`src/rtl/vdp_vram_arbiter.sv`:
```
// ---------------------------------------------------------------------------
// vdp_vram_arbiter
//
// Shares the single VRAM port between three clients:
//   - background tile fetcher : owns every slot of the 8-cycle pattern except
//                               the free slots while the display is active
//   - CPU data port           : highest priority in any free slot
//   - sprite fetcher          : takes free slots the CPU does not want
// Outside active display every cycle is free. CPU and sprite then share the
// port by round-robin.
//
// The owner of cycle N is decided combinationally, and vram_a/we/wd are muxed
// straight from that owner's inputs. This keeps the background fetch timing
// unchanged. The RAM registers the address, so read data arrives in N+1. The
// owner is also registered so the read data can be routed back in N+1.
//
// Ports
//   clk, rst_n            pixel clock, asynchronous active-low reset
//   active, slot, bg_a    background fetcher state and address
//   spr_req/spr_a         sprite request (level) and address
//   spr_gnt               sprite access issued this cycle (combinational)
//   spr_valid             vram_d carries sprite read data
//   cpu_req/we/a/wd       CPU request (level), direction, address, write data
//   cpu_ack               one-cycle completion pulse, cycle after the access
//   cpu_rd                CPU read data, valid with cpu_ack on a read
//   vram_a/we/wd          VRAM port (address registered inside the RAM)
//   vram_d                VRAM read data, one cycle after vram_a
//
// Optional build macro VDP_VRAM_ARB_STATS_EN adds:
//   stats_clr             synchronous clear of the wait statistics
//   cpu_wait_max          longest CPU wait seen so far, saturating at 255
// ---------------------------------------------------------------------------
module vdp_vram_arbiter #(
    parameter int          AW         = 14,
    parameter int          DW         = 8,
    parameter logic [7:0]  FREE_SLOTS = 8'b1000_0100
) (
    input  logic          clk,
    input  logic          rst_n,
    input  logic          active,
    input  logic [2:0]    slot,
    input  logic [AW-1:0] bg_a,
    input  logic          spr_req,
    input  logic [AW-1:0] spr_a,
    output logic          spr_gnt,
    output logic          spr_valid,
    input  logic          cpu_req,
    input  logic          cpu_we,
    input  logic [AW-1:0] cpu_a,
    input  logic [DW-1:0] cpu_wd,
    output logic          cpu_ack,
    output logic [DW-1:0] cpu_rd,
`ifdef VDP_VRAM_ARB_STATS_EN
    input  logic          stats_clr,
    output logic [7:0]    cpu_wait_max,
`endif
    output logic [AW-1:0] vram_a,
    output logic          vram_we,
    output logic [DW-1:0] vram_wd,
    input  logic [DW-1:0] vram_d
);

    typedef enum logic [1:0] {
        OWN_IDLE = 2'd0,
        OWN_BG   = 2'd1,
        OWN_CPU  = 2'd2,
        OWN_SPR  = 2'd3
    } owner_t;

    // Which requester wins the next contended inactive-display cycle
    typedef enum logic {
        RR_CPU = 1'b0,
        RR_SPR = 1'b1
    } rr_t;

    owner_t owner_s;
    owner_t owner_r;
    rr_t    rr_r;
    logic   slot_free_s;
    logic   cpu_ok_s;
    logic   cpu_ack_r;
    logic   spr_valid_r;

    // Pick the owner of the current cycle
    always_comb begin
        owner_s     = OWN_IDLE;
        slot_free_s = !active || FREE_SLOTS[slot];
        // A request still high in its own ack cycle is the old, completed one
        cpu_ok_s    = cpu_req && !cpu_ack_r;
        if (!slot_free_s) begin
            owner_s = OWN_BG;
        end else begin
            case ({cpu_ok_s, spr_req})
                2'b10:   owner_s = OWN_CPU;
                2'b01:   owner_s = OWN_SPR;
                2'b11: begin
                    // During active display the CPU always wins free slots so
                    // its wait stays bounded; sprites fetch in blanking.
                    if (active) begin
                        owner_s = OWN_CPU;
                    end else if (rr_r == RR_SPR) begin
                        owner_s = OWN_SPR;
                    end else begin
                        owner_s = OWN_CPU;
                    end
                end
                default: owner_s = OWN_IDLE;
            endcase
        end
    end

    // Drive the VRAM port from the current owner's inputs
    always_comb begin
        vram_a  = bg_a;
        vram_we = 1'b0;
        vram_wd = {DW{1'b0}};
        spr_gnt = 1'b0;
        case (owner_s)
            OWN_CPU: begin
                vram_a  = cpu_a;
                vram_we = cpu_we;
                vram_wd = cpu_wd;
            end
            OWN_SPR: begin
                vram_a  = spr_a;
                spr_gnt = 1'b1;
            end
            default: begin
                vram_a  = bg_a;
                vram_we = 1'b0;
            end
        endcase
    end

    // Remember who issued this cycle's access and rotate round-robin priority
    always_ff @(posedge clk or negedge rst_n) begin
        if (!rst_n) begin
            owner_r     <= OWN_IDLE;
            rr_r        <= RR_CPU;
            cpu_ack_r   <= 1'b0;
            spr_valid_r <= 1'b0;
        end else begin
            owner_r     <= owner_s;
            cpu_ack_r   <= (owner_s == OWN_CPU);
            spr_valid_r <= (owner_s == OWN_SPR);
            case (owner_s)
                OWN_CPU: rr_r <= RR_SPR;
                OWN_SPR: rr_r <= RR_CPU;
                default: rr_r <= rr_r;
            endcase
        end
    end

    assign cpu_ack   = cpu_ack_r;
    assign spr_valid = spr_valid_r;

    // Read data is only passed through in the CPU's return cycle
    always_comb begin
        if (owner_r == OWN_CPU) begin
            cpu_rd = vram_d;
        end else begin
            cpu_rd = {DW{1'b0}};
        end
    end

`ifdef VDP_VRAM_ARB_STATS_EN
    function automatic logic [7:0] sat_inc(input logic [7:0] v);
        if (v == 8'hFF) begin
            return v;
        end else begin
            return v + 8'd1;
        end
    endfunction

    logic [7:0] wait_cnt_r;
    logic [7:0] wait_max_r;
    logic [7:0] wait_inc_s;
    logic       cpu_blocked_s;

    // A cycle counts as waiting when a live CPU request is not granted
    always_comb begin
        cpu_blocked_s = cpu_ok_s && (owner_s != OWN_CPU);
        wait_inc_s    = sat_inc(wait_cnt_r);
    end

    // Track the current wait length and the longest one seen
    always_ff @(posedge clk or negedge rst_n) begin
        if (!rst_n) begin
            wait_cnt_r <= 8'd0;
            wait_max_r <= 8'd0;
        end else if (stats_clr) begin
            wait_cnt_r <= 8'd0;
            wait_max_r <= 8'd0;
        end else if (cpu_blocked_s) begin
            wait_cnt_r <= wait_inc_s;
            if (wait_inc_s > wait_max_r) begin
                wait_max_r <= wait_inc_s;
            end else begin
                wait_max_r <= wait_max_r;
            end
        end else begin
            wait_cnt_r <= 8'd0;
            wait_max_r <= wait_max_r;
        end
    end

    assign cpu_wait_max = wait_max_r;
`endif

endmodule

```
`config.mk`:
```
export PLATFORM = sky130hd
export DESIGN_NAME = vdp_vram_arbiter
export DESIGN_NICKNAME = d
export VERILOG_FILES = /design/src/rtl/vdp_vram_arbiter.sv
export SDC_FILE = /design/constraint.sdc
export NUM_CORES = 1
export LEC_CHECK = 0
export BUFFER_PORTS_ARGS = -buffer_cell sky130_fd_sc_hd__buf_2
export CAP_MARGIN = 25
export CELL_PAD_IN_SITES_DETAIL_PLACEMENT = 1
export CELL_PAD_IN_SITES_GLOBAL_PLACEMENT = 2
export CORE_AREA = 4 4 77 79
export CTS_BUF_LIST = sky130_fd_sc_hd__clkbuf_16
export CTS_CLUSTER_SIZE = 30
export DETAILED_ROUTE_END_ITERATION = 8
export DIE_AREA = 0 0 81 83
export PLACE_DENSITY_LB_ADDON = 0.1
export SLEW_MARGIN = 10
export SYNTH_ARGS = -nofsm -noshare
export SYNTH_HDL_FRONTEND = slang
export SYNTH_SLANG_ARGS = --single-unit
```
`constraint.sdc`:
```
create_clock -name clk -period 2.3 [get_ports clk]
set_clock_uncertainty 0.2 [all_clocks]
set_input_delay 0.23 -clock clk [delete_from_list [all_inputs] [get_ports clk]]
set_output_delay 0.23 -clock clk [all_outputs]
set_load 0.02 [all_outputs]
```
==> results by group <==
Run status
  • Outcome: finished clean

Routing
  • Initial drt markers: 23
  • DRC: 0
  • Drt pass-1 iters: 4
  • WL/cell: roughly 13 um
  • Post-route ant nets: 0
  • Via count: 991
  • Final WL: around 3.3 mm
  • Vias/cell: 3.83

Power and ir drop
  • Pwr dens: 542 nW/um^2
  • Maximum vdd drop: around 270 uV
  • Final Power: between 700 and 800 uW
  • Leak: 0.750 nW

Synthesis
  • Warnings, synthesis: 0
  • Cells after synthesis: 85
  • Distinct cells, synth: 22
  • Yosys top cell area share: between 10% and 20%
  • Cell Area, Synth: around 660 um^2
  • Ranking of synthesized cells by area: dfrtp_1 (19%), a22oi_1 (16%), and2_4 (11%), o21ai_0 (9.8%), and2_1 (8.5%)
  • Register area share after synthesis: roughly a fifth
  • Register bit total from synthesis: 5
  • Avg Cell Area, Syn: around 7.8 um^2
  • Net count after synthesis: about 150
  • Synth area leader: dfrtp_1

Timing
  • Tmin final: approximately 2.1 ns
  • RSZ-0062 raised after global routing: false
  • Worst slew margin: between 50 and 60%
  • Fin crit share: about 93%
  • Final hold violation count: 0
  • Slew Viols, Final: 0
  • Slew @ Worst Pin: approximately 0.64 ns
  • Worst hold slack: approximately 0.17 ns
  • Max Clk Rate: 466 MHz
  • Final worst slack: approximately 0.15 ns
  • Final setup violation count: 0
  • Fin Setup TNS: 0 ns

CTS
  • Htree depth: 1
  • Skew-Pair Late Insertion Delay: 0.22 ns
  • Total CTS buffers: 3
  • Clock-pin slew on the worst setup and hold paths: around 0.030 ns
  • # clock sinks: 5
  • Root buffer cell: clkbuf_16
  • CTS Buffer Depth: 2
  • CTS tree: done

Floorplan
  • Die Ht: 83 um
  • Total core area: roughly 5300 um^2
  • IO Count: between 100 and 150
  • Starting Density: between 10% and 20%
  • Die Wd: ~81 um
  • Die area: 6720 um^2
  • Row cnt: 27

GRT
  • Met3 Usage GRT: a little over 4%
  • Vias in the first global route: approximately 1100
  • Largest net degree at the start of global routing: 18
  • First-pass GRT wire length: a little over 5 mm
  • Total track usage: approximately a tenth
  • GR peak layer: met2
  • Gr ovfl total: 0
  • M1 GR Usage: 9.22%
  • Initial antenna violation count: 0
  • Met2 Use GR: between 15 and 20%

Layout
  • Layout cell share with drive strength beyond 1: roughly 64%
  • # fillers: 700
  • Fin util: 24.8%
  • Layout area overhead: 99.6%
  • Cell Count, Final, Fillers Out: 259
  • Number of nets in the layout: 255
  • Ant diodes: 0
  • Post-Layout Inst Area: roughly 1300 um^2

Placement
  • Hpwl dp: about 2.8 mm
  • PortBufs: 100
  • Placed Area: between 1000 and 1500 um^2
  • Placed insts: between 200 and 300
  • DP Worst Slack: 0.0104 ns
  • Placer congestion estimate: around 0.67

Critical path
  • Kind of critical path: flop to output port
  • CP Launch Type: flop
  • CP max FO: 17
  • WP data arrival: 1.72 ns
  • CP Cell Sequence: nand2b_1 > a21oi_4 > a22oi_1 > o21ai_0 > buf_2
  • Max stage delay on crit path: roughly 0.48 ns
  • Data required, critical path: around 1.9 ns
  • Worst setup EP type: output port
  • Slowest CP cell: a21oi_4

Run
  • Max Cap Viol: 0

Hold path
  • HP Class: input pin to async pin
[worst paths after layout]
kind / start / to / slack, ns / cells past startpoint
max: rr_r / vram_a[7] / 0.15 / 5
min: rst_n / rr_r / 0.17 / 2
max reg2reg: rr_r / rr_r / 0.75 / 4
min reg2reg: rr_r / rr_r / 0.28 / 1
max in group asynchronous: rst_n / owner_r[0] / 1.60 / 2
min in group clk: active / cpu_ack / 0.21 / 4
[layout make-up]
cell class	instances	area (um^2)	area share, %
Sequential cell	5	125	9.45
Tap cell	72	90.1	6.81
Inverter	3	11.3	0.851
Clock inverter	1	3.75	0.284
Clock buffer	3	75.1	5.67
Timing Repair Buffer	103	526	39.7
Multi-Input combinational cell	72	493	37.2
[flip-flops by register name, summed over array words and instances, names as in the netlist]
signal     cells
spr_valid      1
cpu_ack        1
rr_r           1
owner_r        2
[layout by cell type (no fill, tap or decap), drive strengths merged]
| master | synthesis | routed |
|---|---|---|
| clkbuf | 1 | 3 |
| nor2 | 1 | 1 |
| nand2 | 14 | 14 |
| o21ai | 14 | 14 |
| dfrtp | 5 | 5 |
| buf | 4 | 102 |
| xnor2 | 1 | 1 |
| nand2b | 2 | 2 |
| a21oi | 2 | 2 |
| a22oi | 14 | 14 |
| o21a | 1 | 1 |
| o221ai | 1 | 1 |
| or2 | 1 | 1 |
| inv | 3 | 4 |
| nor2b | 3 | 3 |
| and2 | 17 | 17 |
| a21o | 1 | 1 |
| dlygate4sd3 | 0 | 1 |
[per-layer routing]
layer / part of all wire [%] / routed length (um) / vias to the layer above
li1: - / - / 499
met5: 0 / 0 / -
met4: 0 / 0 / 0
met1: 34 / 1120 / 438
met3: 13 / 421 / 0
met2: 53 / 1740 / 54
[kinds of logic after synthesis]
logic type | after synthesis | synth area share (%)
buf+inv | 8 | 8.11
simple gates | 38 | 34.7
flops | 5 | 18.9
compound gates | 33 | 35.8
xor+xnor | 1 | 2.45
[cells in the mapped netlist (all sizes together)]
| cell | instances |
|---|---|
| a21o | 1 |
| a21oi | 2 |
| a22oi | 14 |
| and2 | 17 |
| buf | 4 |
| clkbuf | 1 |
| dfrtp | 5 |
| inv | 3 |
| nand2 | 14 |
| nand2b | 2 |
| nor2 | 1 |
| nor2b | 3 |
| o21a | 1 |
| o21ai | 14 |
| o221ai | 1 |
| or2 | 1 |
| xnor2 | 1 |
[where the power goes]
group          internal (mW)  switching, mW
Combinational          0.140          0.193
Sequential            0.0990        0.00470
Clock                  0.225         0.0561
[critical path: cells and delay by family, from the launching register on]
kind,cells,cell delay (ns)
AOI/OAI and AO/OA,3,0.85
buffers and inverters,1,0.19
DFF,1,0.33
and+or+nand+nor,1,0.11
[what timing repair did]
item                       CTS  global route
buffers inserted             0             0
setup endpoints to repair    2             2
pin swaps                    0             0
hold buffers                 1             0
hold endpoints to repair     5             0
resized for setup            1             1
No activity file was read; power rests on OpenSTA's default activity.
